[src/rtl/ram_stream_loader.sv]
// Bulk loader for a 4K-word RAM.
// Takes a valid/ready stream of words, writes them to consecutive RAM addresses
// (wrapping at the top of the address space), then optionally re-reads the same
// range and compares an additive checksum before reporting done.
module ram_stream_loader #(
  parameter int DATA_W    = 16,
  parameter int ADDR_W    = 12,
  parameter bit VERIFY_EN = 1'b1
) (
  input  logic              clk,
  input  logic              rst_n,
  input  logic              start,
  input  logic              abort,
  input  logic [ADDR_W-1:0] base_addr,
  input  logic [ADDR_W:0]   count,
  input  logic [DATA_W-1:0] s_data,
  input  logic              s_valid,
  output logic              s_ready,
  output logic [DATA_W-1:0] ram_in,
  output logic              ram_load,
  output logic [ADDR_W-1:0] ram_address,
  input  logic [DATA_W-1:0] ram_out,
  output logic              busy,
  output logic              done,
  output logic              pass,
  output logic [DATA_W-1:0] checksum
);

  typedef enum logic [1:0] {
    S_IDLE,
    S_WRITE,
    S_VERIFY,
    S_DONE
  } state_e;

  // Largest burst: one full sweep of the address space.
  localparam logic [ADDR_W:0]   FULL_LEN = {1'b1, {ADDR_W{1'b0}}};
  localparam logic [ADDR_W:0]   LEN_ONE  = (ADDR_W+1)'(1);
  localparam logic [ADDR_W-1:0] PTR_ONE  = ADDR_W'(1);

  state_e              state_q;
  logic [ADDR_W-1:0]   ptr_q;
  logic [ADDR_W-1:0]   base_q;
  logic [ADDR_W:0]     len_q;
  logic [ADDR_W:0]     remaining_q;
  logic [DATA_W-1:0]   wsum_q;
  logic [DATA_W-1:0]   rsum_q;
  logic                pass_q;

  logic [ADDR_W:0]     count_clamped;
  logic [DATA_W-1:0]   rsum_next;
  logic                beat;

  // Any count with the top bit set is at least a full sweep.
  assign count_clamped = count[ADDR_W] ? FULL_LEN : count;
  assign rsum_next     = rsum_q + ram_out;

  // A beat is a write; abort suppresses a coincident beat so the RAM is not touched.
  assign beat        = (state_q == S_WRITE) && s_valid && !abort;

  assign s_ready     = (state_q == S_WRITE);
  assign ram_load    = beat;
  assign ram_in      = (state_q == S_WRITE) ? s_data : '0;
  assign ram_address = ptr_q;
  assign busy        = (state_q != S_IDLE);
  assign done        = (state_q == S_DONE);
  assign pass        = pass_q;
  assign checksum    = wsum_q;

  // Burst sequencer: latch the job, stream writes, optional readback, report.
  // NOTE: every register here is assigned with <= so all updates see the
  // pre-edge values; the async reset branch clears all state, there is no
  // memory array in this block to worry about.
  always_ff @(posedge clk or negedge rst_n) begin
    if (!rst_n) begin
      state_q     <= S_IDLE;
      ptr_q       <= '0;
      base_q      <= '0;
      len_q       <= '0;
      remaining_q <= '0;
      wsum_q      <= '0;
      rsum_q      <= '0;
      pass_q      <= 1'b0;
    end else if (abort && state_q != S_IDLE) begin
      state_q <= S_IDLE;
      pass_q  <= 1'b0;
    end else begin
      case (state_q)
        S_IDLE: begin
          if (start) begin
            ptr_q       <= base_addr;
            base_q      <= base_addr;
            len_q       <= count_clamped;
            remaining_q <= count_clamped;
            wsum_q      <= '0;
            rsum_q      <= '0;
            if (count_clamped == '0) begin
              pass_q  <= 1'b1;
              state_q <= S_DONE;
            end else begin
              pass_q  <= 1'b0;
              state_q <= S_WRITE;
            end
          end
        end
        S_WRITE: begin
          if (s_valid) begin
            ptr_q       <= ptr_q + PTR_ONE;
            remaining_q <= remaining_q - LEN_ONE;
            wsum_q      <= wsum_q + s_data;
            if (remaining_q == LEN_ONE) begin
              if (VERIFY_EN) begin
                ptr_q       <= base_q;
                remaining_q <= len_q;
                state_q     <= S_VERIFY;
              end else begin
                pass_q  <= 1'b1;
                state_q <= S_DONE;
              end
            end
          end
        end
        S_VERIFY: begin
          rsum_q      <= rsum_next;
          ptr_q       <= ptr_q + PTR_ONE;
          remaining_q <= remaining_q - LEN_ONE;
          if (remaining_q == LEN_ONE) begin
            // Result is resolved on entry to DONE so it is valid alongside done.
            pass_q  <= (rsum_next == wsum_q);
            state_q <= S_DONE;
          end
        end
        S_DONE: begin
          state_q <= S_IDLE;
        end
        default: begin
          state_q <= S_IDLE;
        end
      endcase
    end
  end

endmodule

[config.mk]
export PLATFORM = sky130hd
export DESIGN_NAME = ram_stream_loader
export DESIGN_NICKNAME = d
export VERILOG_FILES = /design/src/rtl/ram_stream_loader.sv
export SDC_FILE = /design/constraint.sdc
export NUM_CORES = 1
export LEC_CHECK = 0
export ABC_AREA = 0
export CAP_MARGIN = 20
export CORE_MARGIN = 2
export CORE_UTILIZATION = 54
export DETAILED_ROUTE_END_ITERATION = 16
export PLACE_DENSITY = 0.82
export SETUP_SLACK_MARGIN = 0.5
export SKIP_CTS_REPAIR_TIMING = 1
export SLEW_MARGIN = 40
export SYNTH_ARGS = -nofsm -noshare
export SYNTH_HDL_FRONTEND = slang
export SYNTH_SLANG_ARGS = --single-unit
[constraint.sdc]
create_clock -name clk -period 3.68 [get_ports clk]
set_input_delay 0.552 -clock clk [delete_from_list [all_inputs] [get_ports clk]]
set_output_delay 0.552 -clock clk [all_outputs]
set_load 0.01 [all_outputs]
==> flow_summary.json <==
{
  "drive_gt1_share_pct": 9.34,
  "crit_fanout": 5,
  "power.leakage_nw": 3.29,
  "max-slew-margin-rel_pct": 55.5,
  "combinationalPowerShare_pct": 62.3,
  "grt_max_degree": 67,
  "fill_cells": 880,
  "cp_cell_sequence": "clkdlybuf4s50_1 -> ha_1 -> inv_1 -> fa_1 -> nor2b_1 -> o21ai_1 -> o211ai_1 -> a32oi_2 -> or3b_2 -> a21oi_2 -> nor4_2 -> nand4_1 -> o31ai_2",
  "worstPathArrival_ns": 3.34,
  "setup.worst_path.start_class": "input port",
  "die_h_um": 110,
  "post-route-period-util_pct": 84.0,
  "timing.fmax_mhz": 323,
  "swShare_pct": 45.5,
  "pwr-share-clk_pct": 10.1,
  "reg2reg_slack_ns": 0.82,
  "gp_congestion": 0.962,
  "cp_data_required_time_ns": 3.92,
  "cp_num_buf_inv": 2,
  "final.setup_skew_ns": 0.0140,
  "multiInputGateArea_um2": 3750,
  "finalSetupViolCount": 0,
  "fin_cells": 932,
  "postRouteWirelength_um": 16800,
  "drt_iter0_drc": 343,
  "cts.sinks": 85,
  "netlist_instances": 682,
  "yosysWarnings": 0,
  "die-width_um": 110,
  "overflow": 0,
  "critPathTopFamily": "compound AO/OA/AOI/OAI gates",
  "grt_first_pass_wirelength_um": 27200,
  "synth.distinct_cells": 60,
  "cts_buffers": 9,
  "dr_wl_met3_um": 907,
  "regArea_um2": 2130,
  "areaGrowthSynthToFinish_pct": 24.7,
  "numPortBuffers": 110,
  "cts_buffer_depth": 2,
  "endpoint_kind": "register",
  "synth_area_leader_cell": "dfrtp_1",
  "syn_avg_cell_area_um2": 8.90,
  "dieArea_um2": 12100,
  "drv_cap": 0,
  "synth_area_leaders": "dfrtp_1 (35%), ha_1 (7.6%), xnor2_1 (4.6%), nand2_1 (4.3%), mux2_2 (4.3%)",
  "synth-edff-count": 0,
  "power_frac_seq_pct": 27.6,
  "top_layer_used": "met4",
  "ys.flop_type": "dfrtp_1",
  "ir_drop_mv": 0.658,
  "cp_slowest_cell": "or3b_2",
  "vias_per_cell": 6.10,
  "final_antenna_net_count": 0,
  "min_path_type": "in2async",
  "antenna_found_initial": 0,
  "final-hold-violation-count": 0,
  "place_hpwl_um": 12600,
  "coreArea_um2": 10900,
  "start_util_pct": 55.7,
  "yosysTopAreaCellShare_pct": 35.0,
  "critPathMaxStageDelay_ns": 0.49,
  "drt_pre_antenna_iters": 5,
  "ys_ff_latch": 85,
  "met2WireLength_um": 8700,
  "fin_crit_ns": 3.09,
  "p_int_mw": 3.55,
  "rsz0062_at_grt": "true",
  "drc": 0,
  "tns_ns": 0,
  "dpl.cell_count": 916,
  "grt_usage_pct": 29.0,
  "met1_length_um": 6870,
  "grt_pass1_vias": 5771,
  "wl_per_cell_um": 18.1,
  "clk_pin_slew_worst_paths_ns": 0.08,
  "h-tree-depth": 3,
  "switchingPower_mw": 2.96,
  "worst_pin_slew_ns": 0.668,
  "drv_slew": 0,
  "outcome": "completed",
  "nets": 889,
  "crit_type": "in2reg",
  "p_per_area_nw_per_um2": 861,
  "power_mw": 6.52,
  "postSynth.asyncResetShare_pct": 100,
  "io_pins": 111,
  "clk_latency_ns": 0.38,
  "synth_nets": 783,
  "row_count": 38,
  "synth_area_um2": 6070,
  "cts_tree": "built",
  "ys_seq_area_share_pct": 35.0,
  "dr_total_vias": 5687,
  "cts_root_buffer": "clkbuf_8",
  "diodes": 0
}
-- Yosys cell counts, drive strengths merged, types with 3 or more instances --
master,n
dfrtp,85
nand2,70
nor2,51
o21ai,51
ha,37
xnor2,32
a21oi,30
xor2,29
clkbuf,27
a221oi,24
mux2,23
inv,22
and2,19
nand2b,19
nor3,18
o31ai,18
nand3,17
a22o,10
a21o,9
buf,7
nor4,6
a31oi,5
and3,5
nand4,5
o211ai,5
a211oi,4
nor2b,4
o21a,4
o21bai,4
or3,4
o221ai,3
o41ai,3
-- worst paths after layout --
kind,startpoint,endpoint,cells after the start
max in group asynchronous,rst_n,len_q[7],2
worst max register to register,remaining_q[7],remaining_q[7],9
worst min register to register,len_q[1],len_q[1],2
worst min-delay path,rst_n,rsum_q[12],1
worst max-delay path,ram_out[0],pass,13
min in group clk,len_q[1],len_q[1],2
-- power by group through the flow --
stage / logic (mW) / clock network, mW / registers (mW)
after floorplan: 2.71 / 0 / 1.75
after global placement: 3.83 / 0 / 1.77
after detailed placement: 3.96 / 0 / 1.80
after CTS: 3.99 / 0.668 / 1.79
after global routing: 4.48 / 0.705 / 1.85
final: 4.06 / 0.660 / 1.80
-- metrics by stage --
stage / area, µm² / setup WS (ns) / hold slack [ns] / util, %
after floorplan: 6070 / 0.714 / 0.256 / -
after global placement: 7320 / 0.199 / 0.459 / 67.2
after detailed placement: 7320 / 0.131 / 0.469 / 67.2
after CTS: 7500 / 0.507 / 0.189 / 68.9
after global routing: 7570 / 0.436 / 0.201 / 69.5
final: 7570 / 0.589 / 0.148 / 69.5
-- routing by layer --
metal | vias up | track usage, %
li1 | 2683 | -
met1 | 2777 | 35.4
met2 | 197 | 51.7
met3 | 30 | 4.29
met4 | 0 | 10.8
met5 | - | 0
-- cell usage in the layout, fill, tap and decap left out, types with 3 or more instances in the layout --
cell type and n:
mux2_2 23, ha_1 37, a211oi_1 4, o41ai_2 3, dfrtp_1 85, and3_1 5, inv_1 22, o21ai_0 49
xnor2_1 32, nand4_1 5, clkdlybuf4s50_1 109, buf_4 19, nor2_1 51, or3_1 3, nand2_1 70, o21a_1 4
o21bai_1 3, a31oi_1 5, o31ai_1 17, nand3_1 17, nor2b_1 4, xor2_1 29, clkbuf_8 9, nand2b_1 19
and2_1 19, a221oi_1 23, nor4_1 5, a21o_1 9, nor3_1 17, a21oi_1 28, a22o_1 10, o211ai_1 5
-- worst register-to-register path, cell delays in order, from the launching register on --
cell and delay [ns]:
dfrtp_1 0.41, or4_4 0.56, or3_4 0.36, nor3_2 0.16, nand4b_1 0.14, nand2_1 0.08, nand2_1 0.27, a221oi_1 0.43
a21oi_1 0.07, mux2_2 0.27
-- registers in the layout (all words and copies together) (netlist names) --
name and flops:
checksum 16, rsum_q 16, len_q 13, remaining_q 13, base_q 12, ram_address 12
state_q 2, pass 1
-- cell type report --
class                           instances  area share (%)
Clock inverter                          4           0.661
Tap cell                              140            2.31
Inverter                               24            1.19
Timing Repair Buffer                  129            16.4
Sequential cell                        85            28.1
Clock buffer                           11            1.74
Multi-Input combinational cell        539            49.6
-- cell families (layout without fill, tap and decap cells) --
logic type               count (synthesis)  in the layout  synth area share, %
buffers and inverters                   58            168                 4.14
AND/OR/NAND/NOR                        225            225                 18.0
multiplexers                            25             25                 4.60
AO/OA/AOI/OAI                          189            189                 21.2
XOR/XNOR                                61             61                 8.80
flip-flops                              85             85                 35.0
adder cells (fa/ha/maj)                 39             39                 8.29
(Power assumes the default switching activity.)
